**src/rtl/draw_cmd_queue_if.sv**
```systemverilog
`default_nettype none
// ============================================================================
//  Module      : draw_cmd_queue_if
//  Description : Bundles the CPU register-write port, the status outputs and
//                the draw-unit command/handshake signals of draw_cmd_queue.
//  Revision    : 1.0 - initial release
// ============================================================================
interface draw_cmd_queue_if;
    logic         wr_en;
    logic [3:0]   wr_addr;
    logic [31:0]  wr_data;
    logic [31:0]  status;
    logic         cmd_full;
    logic [7:0]   command;
    logic [255:0] data;
    logic         commit;
    logic         ack;
    logic         done;

    // The queue itself: consumes CPU writes and draw-unit handshakes.
    modport slave (
        input  wr_en, wr_addr, wr_data, ack, done,
        output status, cmd_full, command, data, commit
    );

    // The environment: CPU plus draw unit.
    modport master (
        output wr_en, wr_addr, wr_data, ack, done,
        input  status, cmd_full, command, data, commit
    );
endinterface
`default_nettype wire

```
**src/rtl/draw_cmd_queue.sv**
```systemverilog
`default_nettype none
// ============================================================================
//  Module      : draw_cmd_queue
//  Description : Captures CPU register writes into an operand staging area,
//                pushes 8-bit commands with 256-bit operand blocks into a
//                small FIFO and issues them one at a time to the draw unit,
//                gated by ack and paced by done.
//  Revision    : 1.0 - initial release
// ============================================================================
module draw_cmd_queue #(
    parameter int DEPTH_BITS = 2
) (
    input  logic              clk_i,
    input  logic              rst_i,
    draw_cmd_queue_if.slave   bus
);

    localparam int DEPTH = 1 << DEPTH_BITS;
    localparam logic [DEPTH_BITS:0] C_FULL_COUNT = (DEPTH_BITS + 1)'(DEPTH);

    typedef enum logic {
        ST_IDLE = 1'b0,
        ST_WAIT = 1'b1
    } state_t;

    state_t                  state_q, state_d;
    logic [31:0]             stage_q [8];
    logic [263:0]            mem_q   [DEPTH];
    logic [DEPTH_BITS-1:0]   head_q, tail_q;
    logic [DEPTH_BITS:0]     count_q;
    logic                    overflow_q;
    logic [7:0]              command_q;
    logic [255:0]            data_q;
    logic                    commit_q;

    logic [255:0]            staged_w;
    logic                    stage_we_w;
    logic                    push_req_w;
    logic                    ctrl_we_w;
    logic                    full_w;
    logic                    empty_w;
    logic                    push_w;
    logic                    issue_w;

    // Operand block as seen by a push: slot i occupies bits [32i+31:32i].
    genvar gi;
    generate
        for (gi = 0; gi < 8; gi++) begin : g_stage
            assign staged_w[32*gi +: 32] = stage_q[gi];
        end
    endgenerate

    assign stage_we_w = bus.wr_en && (bus.wr_addr[3] == 1'b0);
    assign push_req_w = bus.wr_en && (bus.wr_addr == 4'd8);
    assign ctrl_we_w  = bus.wr_en && (bus.wr_addr == 4'd9);

    // Fullness is judged on the registered count, so a pop in the same
    // cycle never makes room for a push.
    assign full_w  = (count_q == C_FULL_COUNT);
    assign empty_w = (count_q == '0);
    assign push_w  = push_req_w && !full_w;

    // Staging registers survive pushes so an operand block can be reused.
    always_ff @(posedge clk_i or posedge rst_i) begin
        if (rst_i) begin
            for (int i = 0; i < 8; i++) begin
                stage_q[i] <= '0;
            end
        end else if (stage_we_w) begin
            stage_q[bus.wr_addr[2:0]] <= bus.wr_data;
        end
    end

    // FIFO storage: command byte on top of the operand block.
    always_ff @(posedge clk_i) begin
        if (push_w) begin
            mem_q[tail_q] <= {bus.wr_data[7:0], staged_w};
        end
    end

    // Head/tail pointers wrap naturally; count tracks occupancy 0..DEPTH.
    always_ff @(posedge clk_i or posedge rst_i) begin
        if (rst_i) begin
            head_q  <= '0;
            tail_q  <= '0;
            count_q <= '0;
        end else begin
            if (push_w) begin
                tail_q <= tail_q + 1'b1;
            end
            if (issue_w) begin
                head_q <= head_q + 1'b1;
            end
            case ({push_w, issue_w})
                2'b10:   count_q <= count_q + 1'b1;
                2'b01:   count_q <= count_q - 1'b1;
                default: count_q <= count_q;
            endcase
        end
    end

    // Sticky overflow: set by a dropped push, cleared by control bit 0.
    always_ff @(posedge clk_i or posedge rst_i) begin
        if (rst_i) begin
            overflow_q <= 1'b0;
        end else if (push_req_w && full_w) begin
            overflow_q <= 1'b1;
        end else if (ctrl_we_w && bus.wr_data[0]) begin
            overflow_q <= 1'b0;
        end
    end

    // Dispatcher state register.
    always_ff @(posedge clk_i or posedge rst_i) begin
        if (rst_i) begin
            state_q <= ST_IDLE;
        end else begin
            state_q <= state_d;
        end
    end

    // Dispatcher next state: issue from IDLE when ready, wait for done.
    always_comb begin
        state_d = state_q;
        issue_w = 1'b0;
        case (state_q)
            ST_IDLE: begin
                if (!empty_w && bus.ack) begin
                    issue_w = 1'b1;
                    state_d = ST_WAIT;
                end
            end
            ST_WAIT: begin
                if (bus.done) begin
                    state_d = ST_IDLE;
                end
            end
            default: state_d = ST_IDLE;
        endcase
    end

    // Issue registers: command/data hold until the next issue; commit pulses.
    always_ff @(posedge clk_i or posedge rst_i) begin
        if (rst_i) begin
            command_q <= '0;
            data_q    <= '0;
            commit_q  <= 1'b0;
        end else begin
            commit_q <= issue_w;
            if (issue_w) begin
                {command_q, data_q} <= mem_q[head_q];
            end
        end
    end

    assign bus.command  = command_q;
    assign bus.data     = data_q;
    assign bus.commit   = commit_q;
    assign bus.cmd_full = full_w;
    assign bus.status   = {20'd0, overflow_q, (state_q == ST_WAIT),
                           full_w, empty_w, 8'(count_q)};

endmodule
`default_nettype wire

```
**src/flat_wrapper.sv**
```systemverilog
// flat-port wrapper written by rule: the top's interface ports become plain ports
module draw_cmd_queue_flat 
#(
    parameter int DEPTH_BITS = 2
)
  (clk_i, rst_i, bus_wr_en, bus_wr_addr, bus_wr_data, bus_ack, bus_done, bus_status, bus_cmd_full, bus_command, bus_data, bus_commit);
  draw_cmd_queue_if bus_i ();
  input  logic clk_i;
  input  logic rst_i;
  input wire logic [$bits(bus_i.wr_en)-1:0] bus_wr_en;
  input wire logic [$bits(bus_i.wr_addr)-1:0] bus_wr_addr;
  input wire logic [$bits(bus_i.wr_data)-1:0] bus_wr_data;
  input wire logic [$bits(bus_i.ack)-1:0] bus_ack;
  input wire logic [$bits(bus_i.done)-1:0] bus_done;
  output wire logic [$bits(bus_i.status)-1:0] bus_status;
  output wire logic [$bits(bus_i.cmd_full)-1:0] bus_cmd_full;
  output wire logic [$bits(bus_i.command)-1:0] bus_command;
  output wire logic [$bits(bus_i.data)-1:0] bus_data;
  output wire logic [$bits(bus_i.commit)-1:0] bus_commit;
  assign bus_i.wr_en = bus_wr_en;
  assign bus_i.wr_addr = bus_wr_addr;
  assign bus_i.wr_data = bus_wr_data;
  assign bus_i.ack = bus_ack;
  assign bus_i.done = bus_done;
  assign bus_status = bus_i.status;
  assign bus_cmd_full = bus_i.cmd_full;
  assign bus_command = bus_i.command;
  assign bus_data = bus_i.data;
  assign bus_commit = bus_i.commit;
  draw_cmd_queue #(.DEPTH_BITS(DEPTH_BITS)) u_core (.clk_i(clk_i), .rst_i(rst_i), .bus(bus_i));
endmodule
```
**config.mk**
```make
export PLATFORM = sky130hd
export DESIGN_NAME = draw_cmd_queue_flat
export DESIGN_NICKNAME = d
export VERILOG_FILES = /design/src/rtl/draw_cmd_queue_if.sv /design/src/rtl/draw_cmd_queue.sv /design/src/flat_wrapper.sv
export SDC_FILE = /design/constraint.sdc
export NUM_CORES = 2
export LEC_CHECK = 0
export ABC_CLOCK_PERIOD_IN_PS = 55100
export CAP_MARGIN = 20
export CORE_UTILIZATION = 55
export CTS_CLUSTER_SIZE = 14
export DETAILED_ROUTE_END_ITERATION = 10
export GPL_TIMING_DRIVEN = 0
export PLACE_DENSITY = 0.74
export SYNTH_ARGS = -nofsm -noshare
export SYNTH_HDL_FRONTEND = slang
export SYNTH_SLANG_ARGS = --single-unit
```
**constraint.sdc**
```tcl
create_clock -name clk_i -period 55.1 [get_ports clk_i]
set_input_delay 8.265 -clock clk_i [delete_from_list [all_inputs] [get_ports clk_i]]
set_output_delay 8.265 -clock clk_i [all_outputs]
set_load 0.01 [all_outputs]
```
==> out/metrics.cfg <==
[route]
firstDrtPassIters=5
drtIter0Drc=2532
dr_wl_met3_um=8040
num_vias=26600
via_per_inst=5.80
ant_nets=0
drc=0
wl_per_cell_um=27.7
routed_wl_um=127000
dr.max_layer_used=met4
wl_met2_um=64400
wl_met1_um=50700

[placement]
io_buffer_count=311
place_hpwl_um=79700
place_congestion=0.744

[finish]
nFillCells=6724
final-seq-area_mm2=0.0450
multiInputGateArea_mm2=0.0123
drive_above_1_share=0.361
finalNetCount=3130
area_delta_synth_final_pct=18.4

[worst_setup_path]
startpoint_type=flip-flop
worstPathRequired_ns=46.83
path_cells=nor3b_1 -> buf_4 -> clkdlybuf4s50_1
crit_path_top_delay_cell=nor3b_1
end_kind=output pin
path_class=reg2out
critPathArrivalTime_ns=2.55
cp_max_fo=5
slowest_delay_ns=0.64

[sta]
setup_viol=0
final.min_clock_period_ns=10.82
hold_viol=0
finalCritPeriodShare=0.196
slew_headroom=0.254
rsz0062_at_grt=false
fmax_mhz=92.5
slew_violations=0
skew_ns=0.0207
finalSetupTns_ns=0
tightestPinTransition_ns=1.11

[global_route]
grt_max_degree=120
grt_pass1_vias=28500
gr-total-overflow=0
grt_first_pass_wirelength_um=187000
antenna_found_initial=6
grt_util_all_layers=0.243

[floorplan]
rows=118
start_util=0.558
die_h_um=327
die_w_um=327
core-area_mm2=0.104
io_pins=339
fp.dieArea_mm2=0.107

[cts]
cts_tree=yes
cts_sinks=1586
cts_buffers=154
worstSkewPairLatency_ns=0.75
clock_path_buffers=3
ctsResizeCount=0
clk_pin_slew_ns=0.06
cts_setup_buffers=0
htreeDepth=4
cts_hold_buf=0
root_buffer=clkbuf_16

[yosys]
syn-mean-instance-area_um2=22.7
syn_inst=2566
ys_ff_latch=1586
synth.most_common_cell=edfxtp_1
synth_area_mm2=0.0582
synth_top_cell_area_share=0.545
ys_async_sr_fraction=0.334
seq_area_frac_synth=0.773
synth_area_leaders=edfxtp_1, dfrtp_1, mux4_2
synth_cell_types=32
yosysTopAreaCell=edfxtp_1
synth_edf_count=1056
synth_ff_type=edfxtp_1
yosysWarnings=0
synthTopCellsByCount=edfxtp_1, dfrtp_1, mux2_2, mux4_2, buf_4

[run]
drv_cap=0

[outcome]
status=completed

[pwr]
finalPower_mw=3.58
p_leak_nw=24.6
vdd_drop_max_mv=0.0336
powerDensity_mw_per_mm2=52.0

[min_path]
hp-class=reg2reg

placed cells by master (no fill, tap or decap), types with 3 or more instances in the layout:
master,n
clkbuf_8,16
mux2_2,519
inv_1,7
xor2_1,4
bufinv_16,13
clkbuf_16,160
clkinv_2,26
clkdlybuf4s50_1,311
nand3b_1,3
and2_4,4
dfrtp_1,530
inv_6,8
conb_1,25
edfxtp_1,1056
clkinv_1,20
buf_6,27
nor3b_2,3
buf_2,27
clkbuf_1,70
mux4_2,264
buf_4,61
buf_16,23
nor2_1,3
ha_1,5
nand2_1,3
registers in the layout (all words and copies together), names as in the netlist, 2 cells and up:
name                flops
u_core.head_q           2
u_core.mem_q         1056
u_core.bus.command      8
u_core.count_q          3
u_core.tail_q           2
u_core.stage_q        256
u_core.bus.data       256
worst max-delay path, delay by kind of cell, from the launching register on:
kind | cells | cell delay (ns)
DFF | 1 | 0.43
buffers and inverters | 2 | 0.75
and+or+nand+nor | 1 | 0.64
path summary, 6_finish.rpt:
path                                     start              endpoint  slack, ns  cells after the start
max                          u_core.count_q[0]         bus_status[9]      44.28                      3
min                        u_core.bus.data[40]   u_core.bus.data[40]       0.50                      1
max reg2reg                  u_core.count_q[2]   u_core.mem_q[1][83]      51.81                      6
min reg2reg                u_core.bus.data[40]   u_core.bus.data[40]       0.50                      1
max in group asynchronous                rst_i  u_core.bus.data[139]      45.35                      5
min in group asynchronous                rst_i   u_core.stage_q[196]       8.08                      3
metrics by stage:
stage / instances / hold slack, ns / setup WS [ns] / util / area [µm²]
floorplan: 2590 / 0.469 / 32.02 / - / 58300
global placement: 4281 / 0.477 / 23.87 / 0.606 / 63100
detailed placement: 4307 / 0.494 / 43.53 / 0.612 / 63800
CTS: 4594 / 0.501 / 44.22 / 0.661 / 68900
global route: 4594 / 0.519 / 44.10 / 0.661 / 68900
finish: 4595 / 0.504 / 44.28 / 0.661 / 68900
area by class of cell:
class,instances,share of cell area
Antenna cell,1,0.0000363
Sequential cell,1586,0.653
Timing Repair Buffer,337,0.0552
Buffer,145,0.0147
Tap cell,1380,0.0251
Inverter,8,0.000545
Clock inverter,70,0.0101
Clock buffer,217,0.0635
Multi-Input combinational cell,851,0.178
metal layers:
layer / GRT usage / up-vias
met2: 0.400 / 879
met1: 0.328 / 14300
li1: - / 11300
met3: 0.0484 / 206
met5: 0 / -
met4: 0.0838 / 0
power by group:
part	total (mW)	leakage (nW)	switching [mW]	internal [mW]
clock	1.05	2.50	0.430	0.616
combinational	0.921	6.18	0.400	0.521
sequential	1.61	15.9	0.131	1.48
cells by family after synthesis:
| kind of cell | after synthesis | share of synthesized area |
|---|---|---|
| flip-flops | 1586 | 0.773 |
| buffers and inverters | 153 | 0.0179 |
| XOR/XNOR | 6 | 0.000903 |
| other | 1 | 0.0000644 |
| AO/OA/AOI/OAI | 3 | 0.000365 |
| adder cells (fa/ha/maj) | 6 | 0.00142 |
| multiplexers | 786 | 0.203 |
| AND/OR/NAND/NOR | 25 | 0.00355 |
Note: power is estimated with default switching activity, not from simulation.
